==> src/rtl/mda_pkg.sv <==
`default_nettype none
// ============================================================================
// Module : mda_pkg
// Brief  : Shared constants, control codes, FSM state type and the
//          physical-row wrap function for the MDA text path. The chrram
//          read side uses add_mod_row so both sides wrap identically.
// Rev    : 1.0 - initial release
// ============================================================================
package mda_pkg;

  localparam int COLS = 80;
  localparam int ROWS = 25;

  localparam logic [7:0] CHR_BS    = 8'h08;
  localparam logic [7:0] CHR_LF    = 8'h0A;
  localparam logic [7:0] CHR_FF    = 8'h0C;
  localparam logic [7:0] CHR_CR    = 8'h0D;
  localparam logic [7:0] CHR_SPACE = 8'h20;

  typedef enum logic [1:0] {
    ST_INIT_CLR = 2'd0,
    ST_IDLE     = 2'd1,
    ST_LINE_CLR = 2'd2,
    ST_SCR_CLR  = 2'd3
  } state_t;

  // (a + b) mod rows for a, b < rows, written as a compare-and-subtract so no
  // intermediate ever needs more than 5 bits.
  function automatic logic [4:0] add_mod_row(input logic [4:0] a,
                                             input logic [4:0] b,
                                             input logic [4:0] rows);
    if (a >= (rows - b)) return a - (rows - b);
    else                 return a + b;
  endfunction

endpackage
`default_nettype wire

==> src/rtl/mda_clear_seq.sv <==
`default_nettype none
// ============================================================================
// Module : mda_clear_seq
// Brief  : Column/row sweep counter used for screen and line clears.
//          start loads (start_col, start_row) and selects single-row or
//          full-screen mode; step advances one cell; last flags the final
//          cell of the sweep.
// Ports  : clk, rst (async, active-high)
//          start, full, start_col, start_row, step  - control
//          col, row                                 - current cell
//          last                                     - current cell is final
// Rev    : 1.0 - initial release
// ============================================================================
module mda_clear_seq #(
  parameter int COLS = mda_pkg::COLS,
  parameter int ROWS = mda_pkg::ROWS
) (
  input  logic       clk,
  input  logic       rst,
  input  logic       start,
  input  logic       full,
  input  logic [6:0] start_col,
  input  logic [4:0] start_row,
  input  logic       step,
  output logic [6:0] col,
  output logic [4:0] row,
  output logic       last
);

  localparam logic [6:0] C_LAST_COL = 7'(COLS - 1);
  localparam logic [4:0] C_LAST_ROW = 5'(ROWS - 1);

  logic r_full;

  // Reset leaves the counter at (0,0) in full mode so the power-up clear
  // needs no explicit start.
  always_ff @(posedge clk or posedge rst) begin
    if (rst) begin
      col    <= 7'd0;
      row    <= 5'd0;
      r_full <= 1'b1;
    end else if (start) begin
      col    <= start_col;
      row    <= start_row;
      r_full <= full;
    end else if (step) begin
      if (col == C_LAST_COL) begin
        col <= 7'd0;
        row <= (row == C_LAST_ROW) ? 5'd0 : row + 5'd1;
      end else begin
        col <= col + 7'd1;
      end
    end
  end

  assign last = (col == C_LAST_COL) && (!r_full || (row == C_LAST_ROW));

endmodule
`default_nettype wire

==> src/rtl/mda_text_writer.sv <==
`default_nettype none
// ============================================================================
// Module : mda_text_writer
// Brief  : Teletype front end for the MDA character/attribute RAM. Accepts
//          bytes on a valid/ready handshake, writes printable codes at the
//          cursor, handles CR/LF/BS/FF, scrolls with a hardware row offset
//          and clears the new bottom line (or the whole screen) by bursts.
// Ports  : clk, rst (async, active-high)
//          in_valid/in_data/in_attr/in_ready         - byte stream input
//          wr_en/wr_col/wr_row/wr_code/wr_attr       - RAM write port
//          cur_col/cur_row                           - logical cursor
//          row_offset                                - physical row of line 0
// Rev    : 1.0 - initial release
// ============================================================================
module mda_text_writer #(
  parameter int         COLS       = mda_pkg::COLS,
  parameter int         ROWS       = mda_pkg::ROWS,
  parameter logic [7:0] CLEAR_ATTR = 8'h07
) (
  input  logic       clk,
  input  logic       rst,
  input  logic       in_valid,
  input  logic [7:0] in_data,
  input  logic [7:0] in_attr,
  output logic       in_ready,
  output logic       wr_en,
  output logic [6:0] wr_col,
  output logic [4:0] wr_row,
  output logic [7:0] wr_code,
  output logic [7:0] wr_attr,
  output logic [6:0] cur_col,
  output logic [4:0] cur_row,
  output logic [4:0] row_offset
);

  import mda_pkg::*;

  localparam logic [6:0] C_LAST_COL = 7'(COLS - 1);
  localparam logic [4:0] C_LAST_ROW = 5'(ROWS - 1);
  localparam logic [4:0] C_ROWS     = 5'(ROWS);

  state_t     r_state;

  logic       w_accept;
  logic       w_is_ctrl;
  logic       w_wrap;
  logic       w_newline;
  logic       w_scroll;
  logic       w_seq_start;
  logic       w_seq_full;
  logic       w_seq_step;
  logic       w_seq_last;
  logic [6:0] w_seq_start_col;
  logic [6:0] w_seq_col;
  logic [4:0] w_seq_start_row;
  logic [4:0] w_seq_row;
  logic [4:0] w_phys_row;
  logic [4:0] w_next_offset;

  always_comb begin
    w_accept        = (r_state == ST_IDLE) && in_valid && in_ready;
    w_is_ctrl       = (in_data == CHR_CR) || (in_data == CHR_LF) ||
                      (in_data == CHR_BS) || (in_data == CHR_FF);
    w_wrap          = !w_is_ctrl && (cur_col == C_LAST_COL);
    w_newline       = w_accept && ((in_data == CHR_LF) || w_wrap);
    w_scroll        = w_newline && (cur_row == C_LAST_ROW);
    w_seq_start     = w_scroll || (w_accept && (in_data == CHR_FF));
    w_seq_full      = (in_data == CHR_FF);
    w_seq_start_row = w_seq_full ? 5'd0 : row_offset;
    // LF and FF emit their first clear cell on the accept edge, so the sweep
    // resumes at column 1. A wrapping printable spends that edge on its own
    // character, so its line clear starts at column 0.
    w_seq_start_col = w_wrap ? 7'd0 : 7'd1;
    w_seq_step      = (r_state != ST_IDLE);
    w_phys_row      = add_mod_row(cur_row, row_offset, C_ROWS);
    w_next_offset   = (row_offset == C_LAST_ROW) ? 5'd0 : row_offset + 5'd1;
  end

  mda_clear_seq #(
    .COLS (COLS),
    .ROWS (ROWS)
  ) u_clear_seq (
    .clk       (clk),
    .rst       (rst),
    .start     (w_seq_start),
    .full      (w_seq_full),
    .start_col (w_seq_start_col),
    .start_row (w_seq_start_row),
    .step      (w_seq_step),
    .col       (w_seq_col),
    .row       (w_seq_row),
    .last      (w_seq_last)
  );

  always_ff @(posedge clk or posedge rst) begin
    if (rst) begin
      r_state    <= ST_INIT_CLR;
      in_ready   <= 1'b0;
      wr_en      <= 1'b0;
      wr_col     <= 7'd0;
      wr_row     <= 5'd0;
      wr_code    <= 8'd0;
      wr_attr    <= 8'd0;
      cur_col    <= 7'd0;
      cur_row    <= 5'd0;
      row_offset <= 5'd0;
    end else begin
      wr_en <= 1'b0;
      case (r_state)
        ST_IDLE: begin
          // in_ready rises one cycle after a clear finishes.
          in_ready <= 1'b1;
          if (w_accept) begin
            case (in_data)
              CHR_CR: cur_col <= 7'd0;
              CHR_BS: begin
                if (cur_col != 7'd0) cur_col <= cur_col - 7'd1;
              end
              CHR_LF: ;
              CHR_FF: begin
                row_offset <= 5'd0;
                cur_col    <= 7'd0;
                cur_row    <= 5'd0;
                wr_en      <= 1'b1;
                wr_col     <= 7'd0;
                wr_row     <= 5'd0;
                wr_code    <= CHR_SPACE;
                wr_attr    <= CLEAR_ATTR;
                in_ready   <= 1'b0;
                r_state    <= ST_SCR_CLR;
              end
              default: begin
                wr_en   <= 1'b1;
                wr_col  <= cur_col;
                wr_row  <= w_phys_row;
                wr_code <= in_data;
                wr_attr <= in_attr;
                cur_col <= w_wrap ? 7'd0 : cur_col + 7'd1;
              end
            endcase

            if (w_newline) begin
              if (!w_scroll) begin
                cur_row <= cur_row + 5'd1;
              end else begin
                // The old top line becomes the new bottom line.
                row_offset <= w_next_offset;
                in_ready   <= 1'b0;
                r_state    <= ST_LINE_CLR;
                if (in_data == CHR_LF) begin
                  wr_en   <= 1'b1;
                  wr_col  <= 7'd0;
                  wr_row  <= row_offset;
                  wr_code <= CHR_SPACE;
                  wr_attr <= CLEAR_ATTR;
                end
              end
            end
          end
        end

        default: begin
          // ST_INIT_CLR, ST_LINE_CLR, ST_SCR_CLR: one clear cell per cycle.
          in_ready <= 1'b0;
          wr_en    <= 1'b1;
          wr_col   <= w_seq_col;
          wr_row   <= w_seq_row;
          wr_code  <= CHR_SPACE;
          wr_attr  <= CLEAR_ATTR;
          if (w_seq_last) r_state <= ST_IDLE;
        end
      endcase
    end
  end

endmodule
`default_nettype wire

==> config.mk <==
export PLATFORM = sky130hd
export DESIGN_NAME = mda_text_writer
export DESIGN_NICKNAME = d
export VERILOG_FILES = /design/src/rtl/mda_pkg.sv /design/src/rtl/mda_clear_seq.sv /design/src/rtl/mda_text_writer.sv
export SDC_FILE = /design/constraint.sdc
export NUM_CORES = 1
export LEC_CHECK = 0
export BUFFER_PORTS_ARGS = -buffer_cell sky130_fd_sc_hd__buf_4
export CAP_MARGIN = 25
export CORE_ASPECT_RATIO = 0.75
export CORE_UTILIZATION = 50
export CTS_BUF_LIST = sky130_fd_sc_hd__clkbuf_16
export DETAILED_ROUTE_END_ITERATION = 6
export PLACE_DENSITY = 0.72
export SYNTH_ARGS = -nofsm -noshare
export SYNTH_HDL_FRONTEND = slang
export SYNTH_SLANG_ARGS = --single-unit
==> constraint.sdc <==
create_clock -name clk -period 4.5 [get_ports clk]
set_input_delay 0.9 -clock clk [delete_from_list [all_inputs] [get_ports clk]]
set_output_delay 0.9 -clock clk [all_outputs]
set_load 0.01 [all_outputs]
==> Word level (Yosys, flattened, before mapping) <==
Cells that the tools add are included.
{ "totals": {"ff_bits": 62, "latch_bits": 0, "ramBits": 0, "romBits": 0, "input_bits": 19, "elab_cells": 122, "mem_count": 0} }
{ "op_classes": {"add_sub_neg": 9, "mul": 0, "div": 0, "n_lt_le_gt_ge": 1, "n_eq_ne": 13, "shift": 0, "mux": 60, "bitwise_logic": 1, "reduce_logical": 25} }
{ "op_table": {"columns": ["op", "n"], "rows": [
  ["$mux 5", 17],
  ["$mux 8", 10],
  ["$mux 7", 10],
  ["$eq 8x4->1 const B", 4],
  ["$pmux 8 s2", 2],
  ["$pmux 7 s3", 1],
  ["$add 5x1->5 const B", 3],
  ["$eq 5x5->1 const B", 3],
  ["$add 7x1->7 const B", 2],
  ["$eq 7x7->1 const B", 2],
  ["$pmux 7 s2", 1],
  ["$mux 1", 12],
  ["$mux 2", 6],
  ["$pmux 5 s2", 1],
  ["$logic_and 1x1->1", 7],
  ["$reduce_bool 7->1", 1],
  ["$sub 7x1->7 const B", 1],
  ["$logic_or 1x1->1", 6],
  ["$reduce_and 2->1", 3],
  ["$reduce_bool 2->1", 3],
  ["$add 5x5->5", 1],
  ["$ge 5x5->1", 1],
  ["$sub 5x5->5", 1],
  ["$sub 5x5->5 const A", 1],
  ["other kinds (8)", 10]
]} }

==> Longest topological paths before layout <==
{ "logic_depth": {"ltp_word": 13, "ltp_mapped": 10} }

==> By module <==
From an unflattened synthesis, not the netlist that was laid out.
{ "unflattened": {"hier_cells": 446, "area_unflattened_um2": 4076.4} }
{ "by_module_without_submodules": {"columns": ["module", "instances", "cells_per_inst", "area_each_um2", "seq_area_each_um2"], "rows": [
  ["mda_text_writer", 1, 353, 3278.1, 1226.2],
  ["mda_clear_seq", 1, 93, 798.3, 326.6]
]} }

==> Worst setup path before layout <==
Ideal clock, no wire load.
{ "synth_path": {"path_type": "register to register", "startpoint": "register row_offset[1]", "endpoint": "register wr_row[1]", "arrival_time_ps": 2359, "slack_ps": 2058, "path_stages_with_launch": 10, "n_path_buf": 0, "synth_period_minus_slack_ps": 2442, "path_cell_list": "dfrtp_1 > inv_1 > ha_1 > inv_1 > ha_1 > o21ai_0 > a21boi_0 > o22ai_1 > mux2_2 > o21ai_0"} }
{ "synth_between": {"elab_chain_len": 9} }
{ "synth_lines": {"columns": ["element", "line_no", "source"], "rows": [
  ["from (decl)", "mda_text_writer.sv:33", "output logic [4:0] row_offset"],
  ["from (signal assigned)", "mda_text_writer.sv:147", "row_offset <= w_next_offset;"],
  ["$sub 5x5->5", "mda_pkg.sv:32", "if (a >= (rows - b)) return a - (rows - b);"],
  ["$sub 5x5->5 / $ge 5x5->1 (equally long branches)", "mda_pkg.sv:32", null],
  ["$mux 5", "mda_pkg.sv:32", null],
  ["$pmux 5 s2", "mda_text_writer.sv:114", "case (in_data)"],
  ["$mux 5", "mda_text_writer.sv:150", "if (in_data == CHR_LF) begin"],
  ["$mux 5", "mda_text_writer.sv:143", "if (!w_scroll) begin"],
  ["$mux 5 (*)", "mda_text_writer.sv:142", "if (w_newline) begin"],
  ["$mux 5 (*)", "mda_text_writer.sv:113", "if (w_accept) begin"],
  ["$mux 5 (*)", "mda_text_writer.sv:109", "case (r_state)"],
  ["to (signal assigned)", "mda_text_writer.sv:135", "wr_row <= w_phys_row;"],
  ["to (signal assigned)", "mda_text_writer.sv:153", "wr_row <= row_offset;"],
  ["to (signal assigned)", "mda_text_writer.sv:167", "wr_row <= w_seq_row;"],
  ["to (decl)", "mda_text_writer.sv:28", "output logic [4:0] wr_row,"]
]} }
Every way passes the cells marked *; elsewhere a longest branch is shown, timed or not. The select of a mux whose other input is x is not followed.
A chain may end at the register's enable or synchronous reset.

==> Worst setup path in the final report <==
{ "layout_path": {"startpoint": "register r_state[1]", "endpoint": "register wr_attr[0]"} }
{ "layout_between": {"elab_chain_len": 9} }
{ "layout_lines": {"columns": ["element", "line_no", "source"], "rows": [
  ["from (decl)", "mda_text_writer.sv:42", "state_t r_state;"],
  ["from (signal assigned)", "mda_text_writer.sv:97", "r_state <= ST_INIT_CLR;"],
  ["from (signal assigned)", "mda_text_writer.sv:130", "r_state <= ST_SCR_CLR;"],
  ["from (signal assigned)", "mda_text_writer.sv:149", "r_state <= ST_LINE_CLR;"],
  ["$eq 2x1->1 (*)", "mda_text_writer.sv:61, mda_text_writer.sv:109", null],
  ["$logic_and 1x1->1 (2 in series)", "mda_text_writer.sv:61", "w_accept = (r_state == ST_IDLE) && in_valid && in_ready;"],
  ["$logic_and 1x1->1", "mda_text_writer.sv:65", "w_newline = w_accept && ((in_data == CHR_LF) || w_wrap);"],
  ["$logic_and 1x1->1", "mda_text_writer.sv:66", "w_scroll = w_newline && (cur_row == C_LAST_ROW);"],
  ["$mux 8", "mda_text_writer.sv:143", null],
  ["$mux 8", "mda_text_writer.sv:142", null],
  ["$mux 8", "mda_text_writer.sv:113", null],
  ["$mux 8", "mda_text_writer.sv:109", null],
  ["to (signal assigned)", "mda_text_writer.sv:137", "wr_attr <= in_attr;"],
  ["to (decl)", "mda_text_writer.sv:30", "output logic [7:0] wr_attr,"]
]} }
Marked as above.

==> metrics.txt <==
Hold-fix buffers, CTS=0; pwr/cell area=281 mW/mm^2; pin count of the biggest net entering global routing=42; post-synthesis cell count=416; ranking of synthesized cells by area=dfrtp_1 39%, ha_1 6.7%, a21oi_1 4.1%, o21ai_0 3.9%, nand2_1 3.1%; Syn Area/Cell=9.46 sq um; Net Count, Synth=458; WL final=10.7 mm; post-DR vias/cell=6.28; critical path launch point type=register; Static Leak=2.16 nW; max_slew headroom=37.9%; final slew viol count=0; Crit path arrival time=3370 ps; Max IR drop VDD=216 uV; area leader, netlist=dfrtp_1; critical path capture point type=register; #FFs+latches synth=62; Tmin final=3150 ps; Worst-Skew Late Latency=330 ps; largest fanout on the critical path=23; DRT Pass-1 Iters=6; Buffers on Ports=65; WP data required=4720 ps; total power=1.35 mW; Post-synth ARST share=100%; Final Hold Viols=0; Nets=517; status=completed; worst reg-to-reg path cell count=6; All-Layer GR Usage=27.8%; CTS tree=done; initial DRC count=339; root buffer cell=clkbuf_16; # DRC=0; post-synth cell types=69; CTS Buf Count=9; hold path depth=2; die area=0.00823 sq mm; number of antenna diodes=0; Synth Flop Type=dfrtp_1; Avg WL per Cell=18.4 microns; Area Overhead vs Synth=22.0%; post-route ant nets=0; worst hold path type=register to register; first-pass GRT wire length=17.9 mm; startpoint of the worst hold path=u_clear_seq.r_full; Ys Warns=0; total grt overflow=0; gpl congestion=0.933; worst-case clock buffer depth=2; critical path class=register to register; post-DP HPWL=7.59 mm; fraction of final layout cells with drive strength greater than 1=22.5%; Fin Clk Skew=4.90 ps; post-synth top area share=38.8%; EDFF count, synth=0; Die Ht=78.8 microns; footprint of the multi-input gates=0.00223 sq mm; Hold Path Sink=u_clear_seq.r_full; initial antenna violation count=0; FF-to-FF setup slack=1350 ps; Layout fillers=627; FP Rows=27; setup_tns=0 ps; starting density of the core=52.7%; htree depth=3; Reg-to-Reg End=wr_attr[0]; maxcap violations=0; period utilisation layout=70.0%; Core ar.=0.00747 sq mm; RSZ-0062 raised after global routing=no; routed vias=3646; FMAX=0.317 GHz; Mapped Area=0.00393 sq mm; number of global-route vias before repair=3403; number of I/O pins=66; # Post-CTS Setup Buffers=0; Resized cells post-CTS=0; Die X=104 microns; FF-to-FF Start=r_state[1]; measured slew at the worst slew-check pin=928 ps; Seq/Total Area, Yosys=39.5%; CTS Sinks=62; Clock Pin Slew Worst Setup and Hold Paths=50 ps; sequential cell area=0.00155 sq mm; final setup fails=0
==> Yosys cell counts (3+ instances only) <==
cell and number:
xnor2_1 7, nand2b_1 5, nor2_1 20, nand3_1 17, o22ai_1 6, nor3_1 5, nand2_1 33, a22o_1 13
xor2_1 4, o21ai_1 8, o21ai_0 31, nand4b_1 5, a21oi_1 32, o211ai_1 4, o31ai_1 5, nor2_2 4
a222oi_1 5, dfrtp_1 61, a221oi_1 4, and3_1 3, nor2b_1 6, buf_2 7, a22oi_1 14, a21o_1 4
mux2i_1 4, clkbuf_1 10, ha_1 21, and2_1 3, nand4_1 4, inv_1 20
==> power breakdown <==
| group | total [mW] | switching (mW) | internal, mW |
|---|---|---|---|
| Clock | 0.746 | 0.260 | 0.486 |
| Combinational | 0.0444 | 0.0288 | 0.0156 |
| Sequential | 0.558 | 0 | 0.558 |
| Total | 1.35 | 0.289 | 1.06 |
==> metal layers <==
| layer | GRT usage [%] | vias to the layer above | share of wire [%] |
|---|---|---|---|
| li1 | - | 1683 | - |
| met1 | 40.7 | 1782 | 47 |
| met2 | 40.9 | 169 | 44 |
| met3 | 5.75 | 12 | 8.1 |
| met4 | 8.86 | 0 | 1.3 |
| met5 | 0 | - | 0 |
==> cells by family after synthesis <==
family                     synth area share (%)
buffers and inverters                      3.94
muxes                                      1.59
adders and majority gates                  7.70
and+or+nand+nor                            19.5
DFF                                        39.5
AOI/OAI and AO/OA                          25.4
xor gates and xnor gates                   2.45
==> area by class of cell <==
| cell class | instances | share of cell area [%] |
|---|---|---|
| clock buffer | 9 | 4.69 |
| clock inverter | 7 | 2.03 |
| inverter | 20 | 1.56 |
| multi-input combinational | 316 | 46.4 |
| sequential | 62 | 32.4 |
| tap | 101 | 2.63 |
| timing repair buffer | 66 | 10.3 |
==> how the worst max path moves through the flow <==
stage,start,to,slack [ps],depth (start not counted)
floorplan,rst,cur_col[0],2060,1
global placement,in_data[7],u_clear_seq.row[0],1420,7
detailed placement,in_data[7],u_clear_seq.row[0],1380,7
CTS,r_state[1],wr_attr[0],1420,6
global route,r_state[1],wr_attr[2],1160,6
finish,r_state[1],wr_attr[0],1350,6
==> flip-flops by register name, indices dropped and copies added (netlist names) <==
register / count
cur_row: 5
row_offset: 5
cur_col: 7
wr_en: 1
wr_attr: 8
r_state: 2
in_ready: 1
u_clear_seq.row: 5
u_clear_seq.r_full: 1
wr_col: 7
wr_row: 5
wr_code: 8
u_clear_seq.col: 7
==> critical path, cell delays in order, from the launching register on <==
cell and delay (ps):
dfrtp_1 400, nand2b_1 540, nor2_1 900, o21ai_1 490, a221o_1 410, a21oi_1 130, o21ba_1 150
==> stage by stage <==
| step | setup WS [ps] | cells | instance area, sq um | utilization, % | hold WS (ps) |
|---|---|---|---|---|---|
| after floorplan | 2060 | 416 | 3930 | - | 439 |
| after global placement | 1420 | 565 | 4480 | 59.9 | 449 |
| after detailed placement | 1380 | 565 | 4480 | 59.9 | 463 |
| after CTS | 1420 | 581 | 4800 | 64.3 | 472 |
| after global routing | 1160 | 581 | 4800 | 64.3 | 515 |
| final | 1350 | 581 | 4800 | 64.3 | 472 |
==> placed cells by master (no fill, tap or decap), types with 6 or more instances in the layout <==
cell       netlist  routed
inv_1           20      19
a22o_1          13      13
nor2b_1          6       6
o21ai_0         31      31
xnor2_1          7       7
buf_4            1      66
nand3_1         17      17
o21ai_1          8       8
nor2_1          20      20
a21oi_1         32      32
o22ai_1          6       6
a22oi_1         14      14
dfrtp_1         61      61
clkbuf_16        0       9
ha_1            21      21
nand2_1         33      33
Power figures use the tool's default switching activity.
